## config.mk

```make
export PLATFORM = sky130hd
export DESIGN_NAME = if_stage_flat
export DESIGN_NICKNAME = d
export VERILOG_FILES = /design/src/rtl/if_stage_if.sv /design/src/rtl/if_stage.sv /design/src/flat_wrapper.sv
export SDC_FILE = /design/constraint.sdc
export NUM_CORES = 1
export LEC_CHECK = 0
export BUFFER_PORTS_ARGS = -buffer_cell sky130_fd_sc_hd__buf_4
export CAP_MARGIN = 20
export CORE_MARGIN = 8
export CORE_UTILIZATION = 40
export CTS_CLUSTER_DIAMETER = 80
export DETAILED_ROUTE_END_ITERATION = 10
export GPL_TIMING_DRIVEN = 0
export PLACE_DENSITY = 0.74
export SYNTH_ARGS = -nofsm -noshare
export SYNTH_HDL_FRONTEND = slang
export SYNTH_SLANG_ARGS = --single-unit
```

## constraint.sdc

```tcl
create_clock -name clk -period 7.35 [get_ports clk]
set_clock_uncertainty 0.1 [all_clocks]
set_input_delay 0.735 -clock clk [delete_from_list [all_inputs] [get_ports clk]]
set_output_delay 0.735 -clock clk [all_outputs]
set_load 0.01 [all_outputs]
```

## src/rtl/if_stage_if.sv

```systemverilog
// Instruction-memory request/acknowledge port between the fetch stage and
// the instruction memory; the memory may insert any number of wait states.
interface if_stage_if;
    logic        req;
    logic [31:0] addr;
    logic        ack;
    logic [31:0] rdata;

    modport master (output req, output addr, input ack, input rdata);
    modport slave  (input req, input addr, output ack, output rdata);
endinterface

```

## src/rtl/if_stage.sv

```systemverilog
// Instruction-fetch stage: owns the PC, issues word fetches over a req/ack
// port, and drives the IF/ID register with stall, redirect and bubble handling.
module if_stage #(
    parameter logic [31:0] RESET_PC = 32'h0000_0000
) (
    input  logic              clk,
    input  logic              rst,
    input  logic              stall_i,
    input  logic              flush_i,
    input  logic [31:0]       new_pc_i,
    if_stage_if.master        imem,
    output logic [31:0]       pc_o,
    output logic [31:0]       inst_o
);

    typedef enum logic [1:0] {
        START,
        FETCH,
        HOLD,
        DRAIN
    } state_e;

    localparam logic [31:0] NOP = 32'h0000_0000;

    state_e      state_q,      state_d;
    logic [31:0] fetch_pc_q,   fetch_pc_d;
    logic [31:0] drain_addr_q, drain_addr_d;
    logic [31:0] buf_pc_q,     buf_pc_d;
    logic [31:0] buf_inst_q,   buf_inst_d;
    logic [31:0] pc_q,         pc_d;
    logic [31:0] inst_q,       inst_d;

    // While draining, the bus must keep presenting the abandoned address
    // until the memory acknowledges it.
    assign imem.req  = (state_q == FETCH) || (state_q == DRAIN);
    assign imem.addr = (state_q == DRAIN) ? drain_addr_q : fetch_pc_q;

    assign pc_o   = pc_q;
    assign inst_o = inst_q;

    always_comb begin
        // NOTE: every variable gets its hold value first so no path through
        // the case statement can leave one unassigned and infer a latch.
        state_d      = state_q;
        fetch_pc_d   = fetch_pc_q;
        drain_addr_d = drain_addr_q;
        buf_pc_d     = buf_pc_q;
        buf_inst_d   = buf_inst_q;
        pc_d         = pc_q;
        inst_d       = inst_q;

        if (flush_i) begin
            // Redirect wins over stall: decode sees a bubble and pc_o is kept.
            fetch_pc_d = {new_pc_i[31:2], 2'b00};
            inst_d     = NOP;
            if ((state_q == FETCH || state_q == DRAIN) && !imem.ack) begin
                state_d = DRAIN;
                if (state_q == FETCH) begin
                    drain_addr_d = fetch_pc_q;
                end
            end else begin
                state_d = FETCH;
            end
        end else begin
            case (state_q)
                START: begin
                    state_d = FETCH;
                end
                FETCH: begin
                    if (imem.ack) begin
                        fetch_pc_d = fetch_pc_q + 32'd4;
                        if (stall_i) begin
                            buf_pc_d   = fetch_pc_q;
                            buf_inst_d = imem.rdata;
                            state_d    = HOLD;
                        end else begin
                            pc_d   = fetch_pc_q;
                            inst_d = imem.rdata;
                        end
                    end else if (!stall_i) begin
                        inst_d = NOP;
                    end
                end
                HOLD: begin
                    if (!stall_i) begin
                        pc_d    = buf_pc_q;
                        inst_d  = buf_inst_q;
                        state_d = FETCH;
                    end
                end
                DRAIN: begin
                    if (imem.ack) begin
                        state_d = FETCH;
                    end
                    if (!stall_i) begin
                        inst_d = NOP;
                    end
                end
                default: begin
                    state_d = START;
                end
            endcase
        end
    end

    // NOTE: sequential state is written with non-blocking assignments so all
    // registers update together from values sampled at the same edge.
    always_ff @(posedge clk) begin
        if (rst) begin
            state_q    <= START;
            fetch_pc_q <= RESET_PC;
            pc_q       <= 32'h0;
            inst_q     <= NOP;
        end else begin
            state_q    <= state_d;
            fetch_pc_q <= fetch_pc_d;
            pc_q       <= pc_d;
            inst_q     <= inst_d;
        end
    end

    // NOTE: the skid buffer and drain address carry no reset; each is written
    // before the state that reads it can be entered.
    always_ff @(posedge clk) begin
        drain_addr_q <= drain_addr_d;
        buf_pc_q     <= buf_pc_d;
        buf_inst_q   <= buf_inst_d;
    end

endmodule

```

## src/flat_wrapper.sv

```systemverilog
// flat-port wrapper written by rule: the top's interface ports become plain ports
module if_stage_flat 
#(
    parameter logic [31:0] RESET_PC = 32'h0000_0000
)
  (clk, rst, stall_i, flush_i, new_pc_i, pc_o, inst_o, imem_req, imem_addr, imem_ack, imem_rdata);
  if_stage_if imem_i ();
  input  logic clk;
  input  logic rst;
  input  logic stall_i;
  input  logic flush_i;
  input  logic [31:0] new_pc_i;
  output logic [31:0] pc_o;
  output logic [31:0] inst_o;
  output wire logic [$bits(imem_i.req)-1:0] imem_req;
  output wire logic [$bits(imem_i.addr)-1:0] imem_addr;
  input wire logic [$bits(imem_i.ack)-1:0] imem_ack;
  input wire logic [$bits(imem_i.rdata)-1:0] imem_rdata;
  assign imem_req = imem_i.req;
  assign imem_addr = imem_i.addr;
  assign imem_i.ack = imem_ack;
  assign imem_i.rdata = imem_rdata;
  if_stage #(.RESET_PC(RESET_PC)) u_core (.clk(clk), .rst(rst), .stall_i(stall_i), .flush_i(flush_i), .new_pc_i(new_pc_i), .imem(imem_i), .pc_o(pc_o), .inst_o(inst_o));
endmodule
```

==> results of run 1 <==
-- kinds of logic (layout without fill, tap and decap cells) --
kind of cell,count (synthesis),after routing,synth area share
AOI/OAI and AO/OA,134,134,0.118
xor gates and xnor gates,28,28,0.0319
adders and majority gates,1,1,0.00163
buffers and inverters,57,252,0.0329
DFF,186,186,0.604
muxes,63,63,0.0869
other,1,4,0.000488
and+or+nand+nor,203,203,0.124
-- flip-flops by register name, indices dropped and copies added (netlist names) --
register / flops
u_core.drain_addr_q: 30
u_core.state_q: 2
u_core.buf_pc_q: 30
u_core.buf_inst_q: 32
u_core.fetch_pc_q: 30
u_core.inst_o: 32
u_core.pc_o: 30
-- path summary, 6_finish.rpt --
path                            cells after the start                 start                     end  slack (ps)
worst max-delay path                                5     u_core.state_q[0]           imem_addr[31]        4260
worst max register to register                      5     u_core.state_q[0]         u_core.pc_o[27]        5090
worst min register to register                      0  u_core.fetch_pc_q[6]  u_core.drain_addr_q[6]         370
worst min-delay path                                0  u_core.fetch_pc_q[6]  u_core.drain_addr_q[6]         370
-- metal layers --
layer / wire [um] / vias to the layer above / global-route usage / part of all wire
met5: 0 / - / 0 / 0
met4: 229 / 0 / 0.0364 / 0.011
met3: 1610 / 17 / 0.0624 / 0.081
met2: 9260 / 176 / 0.271 / 0.46
met1: 8830 / 2711 / 0.205 / 0.44
li1: - / 2809 / - / -
-- through the flow --
stage / instance area [um^2] / instances
4_1_cts: 9840 / 1105
3_5_place_dp: 9260 / 1073
5_1_grt: 9840 / 1105
3_3_place_gp: 9170 / 1067
6_report: 9840 / 1105
2_1_floorplan: 7700 / 676
-- cell usage after synthesis (3+ instances only) --
library cell / count
a211oi_1: 44
a211oi_2: 3
a21oi_1: 42
a22oi_1: 33
and2_1: 4
and3_1: 5
and4_1: 5
buf_2: 10
buf_4: 5
clkbuf_1: 37
dfxtp_1: 94
edfxtp_1: 92
mux2_2: 30
mux2i_1: 33
nand2_1: 24
nand3_1: 6
nand4_1: 16
nor2_1: 127
nor3_2: 3
o22ai_1: 7
xnor2_1: 12
xor2_1: 16
-- cell type report --
class,instances,area share
flip-flops and latches,186,0.472
multi-input cells,433,0.287
repair buffers,163,0.127
clock buffers,17,0.0432
well taps,234,0.0298
plain buffers,54,0.0245
clock inverters,15,0.0154
inverters,3,0.00114
-- worst max-delay path: stages, from the launching register on --
cell	delay, ps
dfxtp_1	340
buf_2	200
nand2_1	130
clkbuf_1	580
mux2_2	450
buf_4	150
-- where the power goes --
group	switching [uW]	total [uW]	internal, uW
clock	401	902	502
sequential	32.0	1160	1120
combinational	124	236	111
==> reports/qor.yml, run 1 <==
outcome:
  outcome: "completed"
flow_run:
  cap_violations: 0
finish:
  diodes: 0
  syn2layout_area_growth_pct: 27.9
  layout.nets: 928
  seq_area_mm2: 0.00464
  mostFrequentLayoutCells: "165 x buf_4, 126 x nor2_1, 94 x dfxtp_1"
  fill_cells: 1697
  drive_gt1_frac: 0.289
  final_common_cell: "buf_4"
  multiInputGateArea_mm2: 0.00282
  utilization: 0.524
place:
  dp_hpwl_um: 14800
  io_buffers: 157
  gp_congestion: 0.774
  dp_worst_setup_slack_ps: 4040
global_routing:
  grt_pass1_vias: 5918
  grtUsageTotal: 0.166
  antenna_found_initial: 0
  grt_pass1_wl_um: 31600
  overflow: 0
  grt_max_degree: 30
clock_tree:
  postCtsHoldBufs: 0
  cts_buffer_depth: 2
  postCtsSetupRepairBufs: 0
  cts-root-buf: "clkbuf_16"
  cts_tree: "built"
  clk_latency_ps: 420
  clk_pin_slew_worst_paths_ps: 70
  cts_inserted_buffers: 17
  htree_levels: 4
  post_cts_resize_count: 0
  clock_sinks: 186
sta:
  hold_viol: 0
  fin_ws_ps: 4260
  layout_worst_path_cycle_share: 0.420
  setup-tns-final_ps: 0
  whs_ps: 372
  tightest_slew_ps: 797
  final-max-slew-violation-count: 0
  post-route-min-period_ps: 3090
  relSlewSlack: 0.467
  max_freq_ghz: 0.324
  setup_violations: 0
  rsz0062_at_grt: "no"
route:
  ant_nets: 0
  wl_um: 19900
  vias_per_cell: 5.17
  drt_first_pass_iters: 7
  drc: 0
  vias: 5713
  drt_iter0_markers: 293
  drt-wirelength-per-cell_um: 18.0
synth:
  synth_area_leader_cell: "edfxtp_1"
  synthTopCellsByArea: "edfxtp_1 36%, dfxtp_1 24%, nor2_1 6.2%, mux2_2 4.4%, a211oi_1 4.3%"
  ys_types: 43
  ys_seq_area_frac: 0.604
  synth_edf_count: 92
  syn_inst: 673
  netlist.area_leader.share: 0.359
  async_flop_share: 0
  ys.flop_type: "dfxtp_1"
  syn_area_per_cell_um2: 11.4
  syn-cell-area_mm2: 0.00769
  synth_seq_cells: 186
  ys_warn_count: 0
pwr:
  finalPower_uw: 2290
  p_per_area_mw_per_mm2: 233
  ir_worst_vdd_v: 0.000165
  p_leak_uw: 0.00369
die:
  core_mm2: 0.0188
  row_count: 50
  start_util: 0.410
  io_pins: 166
  die-area_mm2: 0.0239
  fp.dieW_um: 155
  fp.dieH_um: 155
worst_setup_path:
  worstPathRequired_ps: 6510
  critPathLaunchType: "flip-flop"
  end_kind: "output pin"
  path_class: "flip-flop to output pin"
  path_max_fanout: 10
  arrival_ps: 2250
worst_hold_path:
  hold_class: "flip-flop to flip-flop"
No activity file was read; power rests on OpenSTA's default activity.
==> inputs of run 2 (changes only) <==
--- a/config.mk
+++ b/config.mk
@@ -12,7 +12,7 @@
 export CTS_CLUSTER_DIAMETER = 80
 export DETAILED_ROUTE_END_ITERATION = 10
 export GPL_TIMING_DRIVEN = 0
-export PLACE_DENSITY = 0.74
+export PLACE_DENSITY = 0.76
 export SYNTH_ARGS = -nofsm -noshare
 export SYNTH_HDL_FRONTEND = slang
 export SYNTH_SLANG_ARGS = --single-unit
==> constraint.sdc (replaced) <==
create_clock -name clk -period 2.5 [get_ports clk]
set_clock_uncertainty 0.1 [all_clocks]
set_input_delay 0.25 -clock clk [delete_from_list [all_inputs] [get_ports clk]]
set_output_delay 0.25 -clock clk [all_outputs]
set_load 0.01 [all_outputs]
==> run 2 against run 1 <==
  * Cell count increased by 4.3%
  * Register-to-register slack got worse by 4900 ps
  * Non-clock buffer count increased by 48
  * Final area increased by 5.9%
  * Sequential power increased to 2.9 times the previous value
  * Power increased to 3.1 times the previous value
  * Critical path depth unchanged
  * Critical path type unchanged
  * Largest cell class unchanged
==> reports/qor.yml, run 2 (synthesized netlist as in run 1, its figures left out) <==
clock_tree:
  clk_pin_slew_worst_paths_ps: 70
  clk_latency_ps: 420
  clock_sinks: 186
  postCtsSetupRepairBufs: 0
  cts_tree: "built"
  cts-root-buf: "clkbuf_16"
  htree_levels: 4
  cts_buffer_depth: 2
  cts_inserted_buffers: 17
worst_setup_path:
  worstPathRequired_ps: 2150
  path_max_fanout: 10
  critPathLaunchType: "flip-flop"
  arrival_ps: 1990
  r2r_end: "u_core.pc_o[27]"
  rr_startpoint: "u_core.state_q[0]"
  ff2ff_path_depth: 5
  path_class: "flip-flop to output pin"
  rrSetupSlack_ps: 220
  end_kind: "output pin"
  endpoint: "imem_addr[31]"
  cp-startpoint: "u_core.state_q[0]"
route:
  drc: 0
  vias_per_cell: 5.22
  wl_um: 21200
  dr_wl_met3_um: 1860
  wl_met1_um: 8860
  wl_met2_um: 10100
  drt_iter0_markers: 333
  highest_layer: "met4"
  drt_first_pass_iters: 5
  vias: 6017
  ant_nets: 0
  drt-wirelength-per-cell_um: 18.4
place:
  dpl.cell_count: 1071
  dp_worst_setup_slack_ps: 19.1
  placed_area_mm2: 0.00927
  gp_congestion: 0.804
  io_buffers: 157
  dp_hpwl_um: 14800
die:
  fp.dieH_um: 155
  die-area_mm2: 0.0239
  core_mm2: 0.0188
  io_pins: 166
  fp.dieW_um: 155
  start_util: 0.410
  row_count: 50
global_routing:
  grt_pass1_wl_um: 33500
  grtUsageTotal: 0.177
  antenna_found_initial: 0
  grt_max_degree: 30
  grt_pass1_vias: 6325
  overflow: 0
pwr:
  ir_worst_vdd_v: 0.000498
  p_sw_frac: 0.235
  p_leak_uw: 0.00394
  seqPwrFrac: 0.482
  clkPwrFrac: 0.409
  p_switching_uw: 1660
  pwr-share-comb: 0.109
  p_int_uw: 5400
  p_per_area_mw_per_mm2: 678
finish:
  drive_gt1_frac: 0.275
  mostFrequentLayoutCells: "162 x buf_4, 126 x nor2_1, 94 x dfxtp_1"
  layout.nets: 976
  stdcell_area_mm2: 0.0104
  final_cell_count_no_fill: 1153
  final_common_cell: "buf_4"
  diodes: 0
  utilization: 0.555
  syn2layout_area_growth_pct: 35.4
sta:
  setup-tns-final_ps: 0
  rsz0062_at_grt: "no"
  layout_worst_path_cycle_share: 0.935
  hold_viol: 0
  setup_violations: 0
  post-route-min-period_ps: 2340
  fin_ws_ps: 161
  max_freq_ghz: 0.428
  tightest_slew_ps: 705
  final-max-slew-violation-count: 0
  relSlewSlack: 0.528
outcome:
  outcome: "completed"
flow_run:
  cap_violations: 0
worst_hold_path:
  hold_class: "input pin to flip-flop"
-- run 2: layer usage --
layer | GRT usage | vias to the layer above
li1 | - | 2903
met3 | 0.0646 | 26
met1 | 0.205 | 2866
met2 | 0.296 | 222
met4 | 0.0639 | 0
met5 | 0 | -
-- run 2: how the worst min path moves through the flow --
stage / cells after the start / from / end
2_1_floorplan: 0 / imem_rdata[0] / u_core.buf_inst_q[0]
3_3_place_gp: 0 / u_core.fetch_pc_q[6] / u_core.drain_addr_q[6]
6_report: 3 / new_pc_i[16] / u_core.fetch_pc_q[16]
3_5_place_dp: 1 / imem_rdata[15] / u_core.buf_inst_q[15]
5_1_grt: 3 / new_pc_i[18] / u_core.fetch_pc_q[18]
4_1_cts: 3 / new_pc_i[29] / u_core.fetch_pc_q[29]
-- run 2: cell type report --
type | count | area [um^2]
plain buffers | 54 | 245
repair buffers | 211 | 1760
clock inverters | 14 | 190
flip-flops and latches | 186 | 4640
clock buffers | 18 | 439
well taps | 234 | 293
fillers | 1555 | 8350
multi-input cells | 433 | 2840
inverters | 3 | 11.3
-- run 2: critical path, stage by stage (launching register included) --
cell and delay [ps]:
dfxtp_1 390, buf_2 270, nand2_1 120, clkbuf_2 260, mux2_2 360, buf_4 150
-- run 2: timing repair --
item / CTS / global route
hold buffers: 50 / 0
hold endpoints to repair: 50 / 0
pin swaps: 0 / 0
endpoints found under the setup margin: 30 / 1
gates resized for setup: 3 / 1
-- run 2: power groups by stage --
| stage | Sequential [uW] | Clock [uW] | Combinational, uW |
|---|---|---|---|
| CTS | 3400 | 2930 | 771 |
| floorplan | 3460 | 0 | 367 |
| finish | 3400 | 2890 | 768 |
| global route | 3420 | 3050 | 838 |
| detailed placement | 3470 | 0 | 703 |
| global placement | 3460 | 0 | 683 |
-- run 2: through the flow --
stage | power (uW) | hold WS [ps]
finish | 7060 | 24.7
detailed placement | 4170 | 340
global placement | 4150 | 330
global route | 7300 | 18.4
CTS | 7100 | 5.91
floorplan | 3830 | 249
